==> src/rtl/jt89_interp_pkg.sv <==
// Shared sizing helpers and parameter-range rules for the JT89 CIC interpolator.
// Latency: n/a (elaboration-time constants and functions only).
// Backpressure: n/a.
package jt89_interp_pkg;

    localparam int LOG2R_MIN  = 1;
    localparam int LOG2R_MAX  = 6;
    localparam int STAGES_MIN = 1;
    localparam int STAGES_MAX = 4;

    // Internal accumulator width: enough headroom for the R^(N-1) gain plus comb growth.
    function automatic int cic_w(input int iw, input int log2r, input int stages);
        return iw + stages * log2r;
    endfunction

    // Right shift that removes the R^(N-1) DC gain of an interpolating CIC.
    function automatic int cic_shift(input int log2r, input int stages);
        return (stages - 1) * log2r;
    endfunction

    // True when the filter geometry is inside the supported range.
    function automatic bit params_ok(input int log2r, input int stages);
        return (log2r >= LOG2R_MIN) && (log2r <= LOG2R_MAX) &&
               (stages >= STAGES_MIN) && (stages <= STAGES_MAX);
    endfunction

endpackage

==> src/rtl/jt89_interp_if.sv <==
// Sample bus between the PSG side, the interpolator and the audio mixer.
// Latency: n/a (wiring only).
// Backpressure: none; cen paces the bus, din_req asks for the next low-rate sample.
interface jt89_interp_if #(
    parameter int CHANNELS = 1,
    parameter int IW       = 11
);
    logic                   cen;
    logic                   bypass;
    logic [CHANNELS*IW-1:0] din;
    logic                   din_req;
    logic [CHANNELS*IW-1:0] dout;
    logic                   dout_vld;

    modport master (
        output cen, bypass, din,
        input  din_req, dout, dout_vld
    );

    modport slave (
        input  cen, bypass, din,
        output din_req, dout, dout_vld
    );
endinterface

==> src/rtl/jt89_interp_ch.sv <==
// One channel of the CIC interpolator: comb chain at the low rate, integrators at the cen rate.
// Latency: a step captured at phase 0 reaches dout STAGES cen pulses later; dout is registered.
// Backpressure: none; all state advances only on cen_i.
module jt89_interp_ch
    import jt89_interp_pkg::*;
#(
    parameter int IW     = 11,
    parameter int LOG2R  = 4,
    parameter int STAGES = 2
) (
    input  logic          clk,
    input  logic          rst,
    input  logic          cen_i,
    input  logic          bypass_i,
    input  logic          ph0_i,
    input  logic [IW-1:0] din_i,
    output logic [IW-1:0] dout_o
);
    localparam int W  = cic_w(IW, LOG2R, STAGES);
    localparam int SH = cic_shift(LOG2R, STAGES);

    logic signed [W-1:0] comb_x [STAGES];   // input seen by each comb stage this cycle
    logic signed [W-1:0] comb_acc;
    logic signed [W-1:0] integ_in;
    logic signed [W-1:0] cdly_q  [STAGES];
    logic signed [W-1:0] cdly_d  [STAGES];
    logic signed [W-1:0] integ_q [STAGES];
    logic signed [W-1:0] integ_d [STAGES];
    logic [IW-1:0]       hold_q, hold_d;
    logic [IW-1:0]       dout_q, dout_d;

    // Comb chain on the sign-extended input; its result is only used on phase 0 (zero stuffing otherwise).
    always_comb begin
        comb_acc = W'($signed(din_i));
        for (int j = 0; j < STAGES; j++) begin
            comb_x[j] = comb_acc;
            comb_acc  = comb_acc - cdly_q[j];
        end
        integ_in = ph0_i ? comb_acc : '0;
    end

    // Next-state for delays, integrators, held sample and output.
    always_comb begin
        cdly_d  = cdly_q;
        integ_d = integ_q;
        hold_d  = hold_q;
        dout_d  = dout_q;
        if (cen_i) begin
            if (ph0_i) begin
                hold_d = din_i;
            end
            if (bypass_i) begin
                // Keep the filter at zero state so leaving bypass cannot produce a wrap glitch.
                for (int j = 0; j < STAGES; j++) begin
                    cdly_d[j]  = '0;
                    integ_d[j] = '0;
                end
                dout_d = ph0_i ? din_i : hold_q;
            end else begin
                if (ph0_i) begin
                    cdly_d = comb_x;
                end
                // Pipelined integrators: each stage adds the previous stage's registered value.
                integ_d[0] = integ_q[0] + integ_in;
                for (int i = 1; i < STAGES; i++) begin
                    integ_d[i] = integ_q[i] + integ_q[i-1];
                end
                dout_d = IW'(integ_q[STAGES-1] >>> SH);
            end
        end
    end

    // State registers with synchronous active-low clear.
    always_ff @(posedge clk) begin
        if (!rst) begin
            for (int j = 0; j < STAGES; j++) begin
                cdly_q[j]  <= '0;
                integ_q[j] <= '0;
            end
            hold_q <= '0;
            dout_q <= '0;
        end else begin
            cdly_q  <= cdly_d;
            integ_q <= integ_d;
            hold_q  <= hold_d;
            dout_q  <= dout_d;
        end
    end

    assign dout_o = dout_q;

endmodule

==> src/rtl/jt89_interp.sv <==
// Multi-channel CIC interpolator (factor 2^LOG2R, order STAGES) with sample-and-hold bypass.
// Latency: dout registered one clk after cen; a phase-0 step starts moving dout STAGES cen later.
// Backpressure: none; cen paces everything, din_req pulses when din is captured.
module jt89_interp
    import jt89_interp_pkg::*;
#(
    parameter int CHANNELS = 1,
    parameter int IW       = 11,
    parameter int LOG2R    = 4,
    parameter int STAGES   = 2
) (
    input  logic          clk,
    input  logic          rst,
    jt89_interp_if.slave  bus
);
    if (!params_ok(LOG2R, STAGES)) begin : g_bad_params
        $error("jt89_interp: LOG2R must be 1..6 and STAGES must be 1..4");
    end

    logic [LOG2R-1:0] phase_q, phase_d;
    logic             vld_q, vld_d;
    logic             ph0;

    assign ph0 = (phase_q == '0);

    // Phase advances once per cen and wraps naturally at R; dout_vld follows every cen.
    always_comb begin
        phase_d = phase_q;
        vld_d   = 1'b0;
        if (bus.cen) begin
            phase_d = phase_q + LOG2R'(1);
            vld_d   = 1'b1;
        end
    end

    // Shared phase and strobe registers.
    always_ff @(posedge clk) begin
        if (!rst) begin
            phase_q <= '0;
            vld_q   <= 1'b0;
        end else begin
            phase_q <= phase_d;
            vld_q   <= vld_d;
        end
    end

    // Request is suppressed while reset is held so no capture is advertised that will not happen.
    assign bus.din_req  = rst & bus.cen & ph0;
    assign bus.dout_vld = vld_q;

    for (genvar k = 0; k < CHANNELS; k++) begin : g_ch
        jt89_interp_ch #(
            .IW     (IW),
            .LOG2R  (LOG2R),
            .STAGES (STAGES)
        ) u_ch (
            .clk      (clk),
            .rst      (rst),
            .cen_i    (bus.cen),
            .bypass_i (bus.bypass),
            .ph0_i    (ph0),
            .din_i    (bus.din[k*IW +: IW]),
            .dout_o   (bus.dout[k*IW +: IW])
        );
    end

endmodule

==> src/flat_wrapper.sv <==
// flat-port wrapper written by rule: the top's interface ports become plain ports
module jt89_interp_flat import jt89_interp_pkg::*;
#(
    parameter int CHANNELS = 1,
    parameter int IW       = 11,
    parameter int LOG2R    = 4,
    parameter int STAGES   = 2
)
  (clk, rst, bus_cen, bus_bypass, bus_din, bus_din_req, bus_dout, bus_dout_vld);
  jt89_interp_if #(.CHANNELS(CHANNELS), .IW(IW)) bus_i ();
  input  logic clk;
  input  logic rst;
  input wire logic [$bits(bus_i.cen)-1:0] bus_cen;
  input wire logic [$bits(bus_i.bypass)-1:0] bus_bypass;
  input wire logic [$bits(bus_i.din)-1:0] bus_din;
  output wire logic [$bits(bus_i.din_req)-1:0] bus_din_req;
  output wire logic [$bits(bus_i.dout)-1:0] bus_dout;
  output wire logic [$bits(bus_i.dout_vld)-1:0] bus_dout_vld;
  assign bus_i.cen = bus_cen;
  assign bus_i.bypass = bus_bypass;
  assign bus_i.din = bus_din;
  assign bus_din_req = bus_i.din_req;
  assign bus_dout = bus_i.dout;
  assign bus_dout_vld = bus_i.dout_vld;
  jt89_interp #(.CHANNELS(CHANNELS), .IW(IW), .LOG2R(LOG2R), .STAGES(STAGES)) u_core (.clk(clk), .rst(rst), .bus(bus_i));
endmodule
==> config.mk <==
export PLATFORM = sky130hd
export DESIGN_NAME = jt89_interp_flat
export DESIGN_NICKNAME = d
export VERILOG_FILES = /design/src/rtl/jt89_interp_pkg.sv /design/src/rtl/jt89_interp_if.sv /design/src/rtl/jt89_interp_ch.sv /design/src/rtl/jt89_interp.sv /design/src/flat_wrapper.sv
export SDC_FILE = /design/constraint.sdc
export NUM_CORES = 1
export LEC_CHECK = 0
export ABC_AREA = 1
export BUFFER_PORTS_ARGS = -buffer_cell sky130_fd_sc_hd__buf_4
export CAP_MARGIN = 25
export CORE_MARGIN = 1
export CORE_UTILIZATION = 45
export DETAILED_ROUTE_END_ITERATION = 8
export PLACE_DENSITY = 0.63
export SLEW_MARGIN = 20
export SYNTH_ARGS = -nofsm -noshare
export SYNTH_HDL_FRONTEND = slang
export SYNTH_SLANG_ARGS = --single-unit
==> constraint.sdc <==
create_clock -name clk -period 6.1 [get_ports clk]
set_clock_uncertainty 0.2 [all_clocks]
set_input_delay 0.915 -clock clk [delete_from_list [all_inputs] [get_ports clk]]
set_output_delay 0.915 -clock clk [all_outputs]
set_load 0.1 [all_outputs]
==> results of run 1 <==
cells in the mapped netlist, types with 3 or more instances:
cell type | number | area (um2)
xor2_1 | 12 | 105
or2_2 | 5 | 31.3
o211ai_1 | 12 | 90.1
o21ai_0 | 45 | 225
a21boi_2 | 3 | 33.8
o21ai_1 | 3 | 15.0
o21ai_2 | 5 | 43.8
clkbuf_1 | 16 | 60.1
inv_1 | 96 | 360
o21a_1 | 3 | 22.5
nor3_1 | 7 | 35.0
nand2_2 | 4 | 25.0
nor2_1 | 31 | 116
xnor2_1 | 3 | 26.3
nand3_1 | 35 | 175
nand2_1 | 199 | 747
nand3_2 | 3 | 30.0
a31oi_1 | 14 | 87.6
fa_1 | 4 | 80.1
o31ai_1 | 5 | 37.5
a21oi_1 | 129 | 646
dfxtp_1 | 83 | 1660
ha_1 | 55 | 688
buf_2 | 5 | 25.0
power groups by stage:
stage	clock (mW)	sequential (mW)	combinational (mW)
finish	0.574	0.591	0.495
global route	0.609	0.594	0.560
CTS	0.590	0.591	0.493
detailed placement	0	0.603	0.490
global placement	0	0.602	0.483
floorplan	0	0.627	0.355
cell type report:
| type | instances | area [um2] |
|---|---|---|
| Clock buffer | 11 | 253 |
| Clock inverter | 5 | 58.8 |
| Fill cell | 1215 | 5830 |
| Inverter | 100 | 375 |
| Multi-Input combinational cell | 595 | 3400 |
| Sequential cell | 83 | 1660 |
| Tap cell | 147 | 184 |
| Timing Repair Buffer | 32 | 248 |
logic make-up after synthesis:
kind of cell | Yosys count
AO/OA/AOI/OAI | 228
XOR/XNOR | 15
adder cells (fa/ha/maj) | 59
buffers and inverters | 125
flip-flops | 83
AND/OR/NAND/NOR | 293
per-layer routing:
metal | share of wire (%) | global-route usage [%] | vias up
li1 | - | - | 2722
met1 | 47 | 29.3 | 2383
met2 | 47 | 37.3 | 93
met3 | 3.8 | 4.61 | 20
met4 | 1.8 | 7.11 | 0
met5 | 0 | 0 | -
registers in the layout, indices dropped and copies added, names as in the netlist:
register	flops
u_core.phase_q	4
u_core.g_ch.u_ch.hold_q	11
u_core.g_ch.u_ch.dout_o	11
u_core.g_ch.u_ch.integ_q	30
u_core.bus.dout_vld	1
u_core.g_ch.u_ch.cdly_q	26
worst paths after layout:
| kind | from | end | slack (ns) | depth (start not counted) |
|---|---|---|---|---|
| hold reg to reg | u_core.g_ch[0].u_ch.cdly_q[36] | u_core.g_ch[0].u_ch.cdly_q[36] | 0.26 | 2 |
| setup reg to reg | u_core.g_ch[0].u_ch.cdly_q[25] | u_core.g_ch[0].u_ch.integ_q[33] | 1.75 | 27 |
| setup / recovery | bus_din[2] | u_core.g_ch[0].u_ch.integ_q[33] | 1.41 | 28 |
| hold / removal | u_core.g_ch[0].u_ch.cdly_q[36] | u_core.g_ch[0].u_ch.cdly_q[36] | 0.26 | 2 |
worst max-delay path: stages:
cell      delay (ns)
buf_4           0.12
ha_1            0.36
a21oi_1         0.18
o21ai_2         0.10
nand2_1         0.07
a21oi_1         0.06
nor2_1          0.11
xor2_1          0.16
inv_1           0.08
ha_1            0.33
a21oi_1         0.16
o21ai_0         0.09
nor2_1          0.21
inv_1           0.09
a21oi_1         0.21
o21bai_1        0.11
o21ai_0         0.15
a21oi_1         0.06
ha_1            0.35
nand2_1         0.09
nor2_1          0.13
nand2_1         0.07
o211a_1         0.11
o21a_1          0.11
inv_1           0.05
nand3_1         0.08
nand3_2         0.08
a21oi_2         0.05
==> flow_summary.json, run 1 <==
{
  "run_status": "finished, final reports clean",
  "vias": 5218,
  "htree_levels": 3,
  "clkPwrFrac_pct": 34.6,
  "utilization_pct": 51.5,
  "synth_flop_cell": "dfxtp_1",
  "worstPathRequired_ns": 6.11,
  "hold_buffers": 0,
  "placed_cell_area_um2": 5860,
  "instances_no_fill": 973,
  "synthArstFlopShare_pct": 0,
  "final.setup.tns_ns": 0,
  "synth_edf_count": 0,
  "dp.cells": 956,
  "synth_simple_gate_area_share_pct": 22.1,
  "tightest_slew_ns": 0.872,
  "cts_made_buffers": 9,
  "drt-total-wl_um": 13500,
  "clock-root-buffer": "clkbuf_16",
  "end_kind": "flip-flop",
  "synthesis.area_um2": 5560,
  "grt_pass1_vias": 4910,
  "relSlewSlack_pct": 41.8,
  "final_hold_viol_count": 0,
  "period_needed_ns": 4.69,
  "ioPinCount": 28,
  "cts_tree": "built",
  "layout_setup_ws_ns": 1.41,
  "nets": 895,
  "globalplace.congestion": 0.878,
  "ant_nets": 0,
  "synth_cell_types": 42,
  "period_share_pct": 76.9,
  "postCtsSetupBuffers": 0,
  "leakage_nw": 2.69,
  "vdd_ir_drop_max_v": 0.000177,
  "syn_nets": 877,
  "drv_slew": 0,
  "drtIter0Drc": 308,
  "first_pass_iters": 4,
  "post-dp-hpwl_um": 10100,
  "clk_latency_ns": 0.35,
  "max_cap_violations": 0,
  "worst_hold_slack_ns": 0.262,
  "cts_resized": 0,
  "grt_max_degree": 48,
  "overflow": 0,
  "swShare_pct": 35.0,
  "drc_errors": 0,
  "cts_max_path_buffers": 2,
  "startpoint_type": "input port",
  "synth_top_family_by_area": "compound AO/OA/AOI/OAI gates",
  "yosysWarnings": 0,
  "place_ws_ns": 1.09,
  "synth-xor-area-share_pct": 2.36,
  "n_antenna_cell": 0,
  "die_area_um2": 12800,
  "layout_commonest_cell": "nand2_1",
  "avgRoutedWirePerCell_um": 13.9,
  "num_rows": 40,
  "setup_viol": 0,
  "ys_ff_latch": 83,
  "fmaxAchievable_mhz": 213,
  "hold_class": "reg2reg",
  "cp_max_fo": 5,
  "drive_gt1_share_pct": 9.32,
  "antenna_found_initial": 0,
  "io_buffers": 27,
  "rsz0062_at_grt": "no",
  "p_sw_mw": 0.581,
  "grt_pass1_wl_um": 22900,
  "cts.reportedPaths.clkPinSlew_ns": 0.06,
  "core_area_um2": 12000,
  "synth.avg_cell_area_um2": 6.92,
  "critPathKind": "in2reg",
  "seq_power_share_pct": 35.6,
  "die_h_um": 113,
  "synthMuxAreaShare_pct": 0,
  "combPwrFrac_pct": 29.8,
  "internal_power_mw": 1.08,
  "stdcell_area_um2": 6180,
  "grt_usage_pct": 22.5,
  "synthAdderAreaFrac_pct": 13.8,
  "vias_per_cell": 5.36,
  "arrival_ns": 4.70,
  "final_cell_mix": "199 x nand2_1, 129 x a21oi_1, 96 x inv_1, 83 x dfxtp_1, 55 x ha_1",
  "total_power_mw": 1.66,
  "p_per_area_nw_per_um2": 268,
  "initial_core_util_pct": 46.3,
  "synth_cells": 803,
  "cts_sinks": 83,
  "ys_seq_area_share_pct": 29.9,
  "area_growth_pct": 11.3,
  "die_w_um": 113,
  "synth_compound_area_share_pct": 23.0
}
Power figures use the tool's default switching activity.
==> run 2: changes to the inputs <==
--- a/config.mk
+++ b/config.mk
@@ -11,7 +11,7 @@
 export CORE_MARGIN = 1
 export CORE_UTILIZATION = 45
 export DETAILED_ROUTE_END_ITERATION = 8
-export PLACE_DENSITY = 0.63
+export PLACE_DENSITY = 0.65
 export SLEW_MARGIN = 20
 export SYNTH_ARGS = -nofsm -noshare
 export SYNTH_HDL_FRONTEND = slang
==> constraint.sdc (replaced) <==
create_clock -name clk -period 4.3 [get_ports clk]
set_clock_uncertainty 0.2 [all_clocks]
set_input_delay 0.645 -clock clk [delete_from_list [all_inputs] [get_ports clk]]
set_output_delay 0.645 -clock clk [all_outputs]
set_load 0.1 [all_outputs]
==> run 2 against run 1 <==
- critical endpoint is now u_core.g_ch[0].u_ch.integ_q[32]
- highest routed layer unchanged
- clock power up 28%
- first-iteration DRC count down 14%
- via count up 3.9%
==> flow_summary.json, run 2 (same netlist as run 1, synthesis figures left out) <==
{
  "htree_levels": 3,
  "post-dp-hpwl_um": 10400,
  "cts_max_path_buffers": 2,
  "fmaxAchievable_mhz": 245,
  "layout_commonest_cell": "nand2_1",
  "relSlewSlack_pct": 63.6,
  "utilization_pct": 57.1,
  "cts_tree": "built",
  "core_area_um2": 12000,
  "ant_nets": 0,
  "vias_per_cell": 5.20,
  "initial_core_util_pct": 46.3,
  "period_needed_ns": 4.08,
  "cp_max_fo": 3,
  "critical-path-max-stage-delay_ns": 0.39,
  "drt-total-wl_um": 14000,
  "critPathKind": "in2reg",
  "antenna_found_initial": 0,
  "critPathMostFrequentCell": "nand2_1",
  "grt_usage_pct": 22.8,
  "io_buffers": 27,
  "hold_class": "reg2reg",
  "max_cap_violations": 0,
  "overflow": 0,
  "drive_gt1_share_pct": 20.1,
  "first_pass_iters": 5,
  "cts_made_buffers": 9,
  "cp_slowest_cell": "fa_2",
  "num_rows": 40,
  "avgRoutedWirePerCell_um": 13.5,
  "die_w_um": 113,
  "hold_buffers": 0,
  "vdd_ir_drop_max_v": 0.000229,
  "clk_latency_ns": 0.35,
  "drtIter0Drc": 264,
  "grt_pass1_vias": 5063,
  "nets": 964,
  "end_kind": "flip-flop",
  "place_ws_ns": -0.233,
  "die_area_um2": 12800,
  "dp.cells": 1020,
  "startpoint_type": "input port",
  "clock-root-buffer": "clkbuf_16",
  "arrival_ns": 4.09,
  "p_per_area_nw_per_um2": 365,
  "tightest_slew_ns": 0.545,
  "period_share_pct": 94.8,
  "n_antenna_cell": 0,
  "leakage_nw": 3.03,
  "worstPathRequired_ns": 4.32,
  "drv_slew": 0,
  "grt_max_degree": 47,
  "layout_setup_ws_ns": 0.223,
  "vias": 5422,
  "grt_pass1_wl_um": 23200,
  "cts.reportedPaths.clkPinSlew_ns": 0.06,
  "drc_errors": 0,
  "run_status": "finished, final reports clean",
  "fill_cells": 1114,
  "top_regs": "u_core.g_ch.u_ch.integ_q (30), u_core.g_ch.u_ch.cdly_q (26)",
  "largest_reg_flops": 30,
  "final_hold_viol_count": 0,
  "instances_no_fill": 1042,
  "final_cell_mix": "195 x nand2_1, 117 x a21oi_1, 100 x buf_4, 93 x inv_1, 81 x dfxtp_1",
  "die_h_um": 113,
  "path_buf_inv": 3,
  "setup_viol": 0,
  "crit_chain": "buf_4 -> inv_2 -> ha_4 -> fa_2 -> xnor2_2 -> ha_1 -> a21oi_2 -> o21ai_1 -> nand2_1 -> nand2_1 -> a21oi_2 -> o21ai_2 -> a21boi_2 -> xor2_1 -> nor2_1 -> ha_1 -> buf_6 -> nand2_2 -> nor3_2 -> nand3_1 -> nand2_1 -> a21oi_1 -> o21ai_1 -> a21oi_1",
  "total_power_mw": 2.50,
  "cts_sinks": 83,
  "area_growth_pct": 23.4,
  "ioPinCount": 28,
  "crit_family": "adder cells",
  "regMostFlops": "u_core.g_ch.u_ch.integ_q",
  "globalplace.congestion": 0.877
}
-- run 2: worst register-to-register path, stage by stage (launching register included) --
cell     delay, ns
dfxtp_2       0.35
inv_1         0.07
ha_4          0.27
nand2_4       0.05
o21ai_4       0.18
nand2_1       0.09
a21oi_2       0.13
nor2_1        0.05
xor2_1        0.18
inv_2         0.08
ha_4          0.26
a21oi_2       0.12
o21ai_1       0.07
nor2_1        0.15
inv_1         0.09
a31oi_1       0.16
xor2_1        0.17
nor2_1        0.07
ha_1          0.32
a21oi_1       0.17
inv_1         0.05
a21oi_1       0.27
o21ai_0       0.12
nand2_1       0.07
nand3_1       0.08
a21oi_1       0.13
-- run 2: where the power goes --
group	internal, mW	leakage (nW)	switching (mW)
sequential	0.809	0.675	0.0301
combinational	0.403	2.23	0.524
clock	0.396	0.129	0.339
-- run 2: routing by layer --
metal / up-vias / GRT usage, % / routed length (um)
li1: 2855 / - / -
met1: 2458 / 29.8 / 6760
met2: 92 / 37.9 / 6530
met3: 17 / 4.39 / 516
met4: 0 / 7.02 / 231
met5: - / 0 / 0
-- run 2: final timing paths --
check                                                    start                         endpoint  slack (ns)  depth (start not counted)
worst max-delay path                                bus_din[0]  u_core.g_ch[0].u_ch.integ_q[32]        0.22                         24
worst min-delay path            u_core.g_ch[0].u_ch.cdly_q[28]   u_core.g_ch[0].u_ch.cdly_q[28]        0.26                          2
worst min register to register  u_core.g_ch[0].u_ch.cdly_q[28]   u_core.g_ch[0].u_ch.cdly_q[28]        0.26                          2
worst max register to register  u_core.g_ch[0].u_ch.cdly_q[20]  u_core.g_ch[0].u_ch.integ_q[30]        0.27                         25
-- run 2: per-stage QoR --
| step | TNS [ns] | hold slack [ns] | cell area (um2) |
|---|---|---|---|
| after global placement | -0.573 | 0.248 | 6340 |
| after detailed placement | -1.17 | 0.255 | 6340 |
| after floorplan | 0 | 0.240 | 5560 |
| after global routing | -0.282 | 0.275 | 6850 |
| final | 0 | 0.264 | 6850 |
| after CTS | 0 | 0.264 | 6620 |
-- run 2: area by class of cell --
type | instances | area [um2] | area share, %
multi-input combinational | 595 | 3590 | 52.4
timing repair buffer | 101 | 762 | 11.1
sequential | 83 | 1660 | 24.3
clock inverter | 6 | 50.0 | 0.730
clock buffer | 10 | 229 | 3.34
inverter | 100 | 375 | 5.48
tap | 147 | 184 | 2.68
-- run 2: timing repair --
item	in CTS	in global routing
gates resized for setup	0	45
endpoints found under the setup margin	0	8
setup buffers	0	6
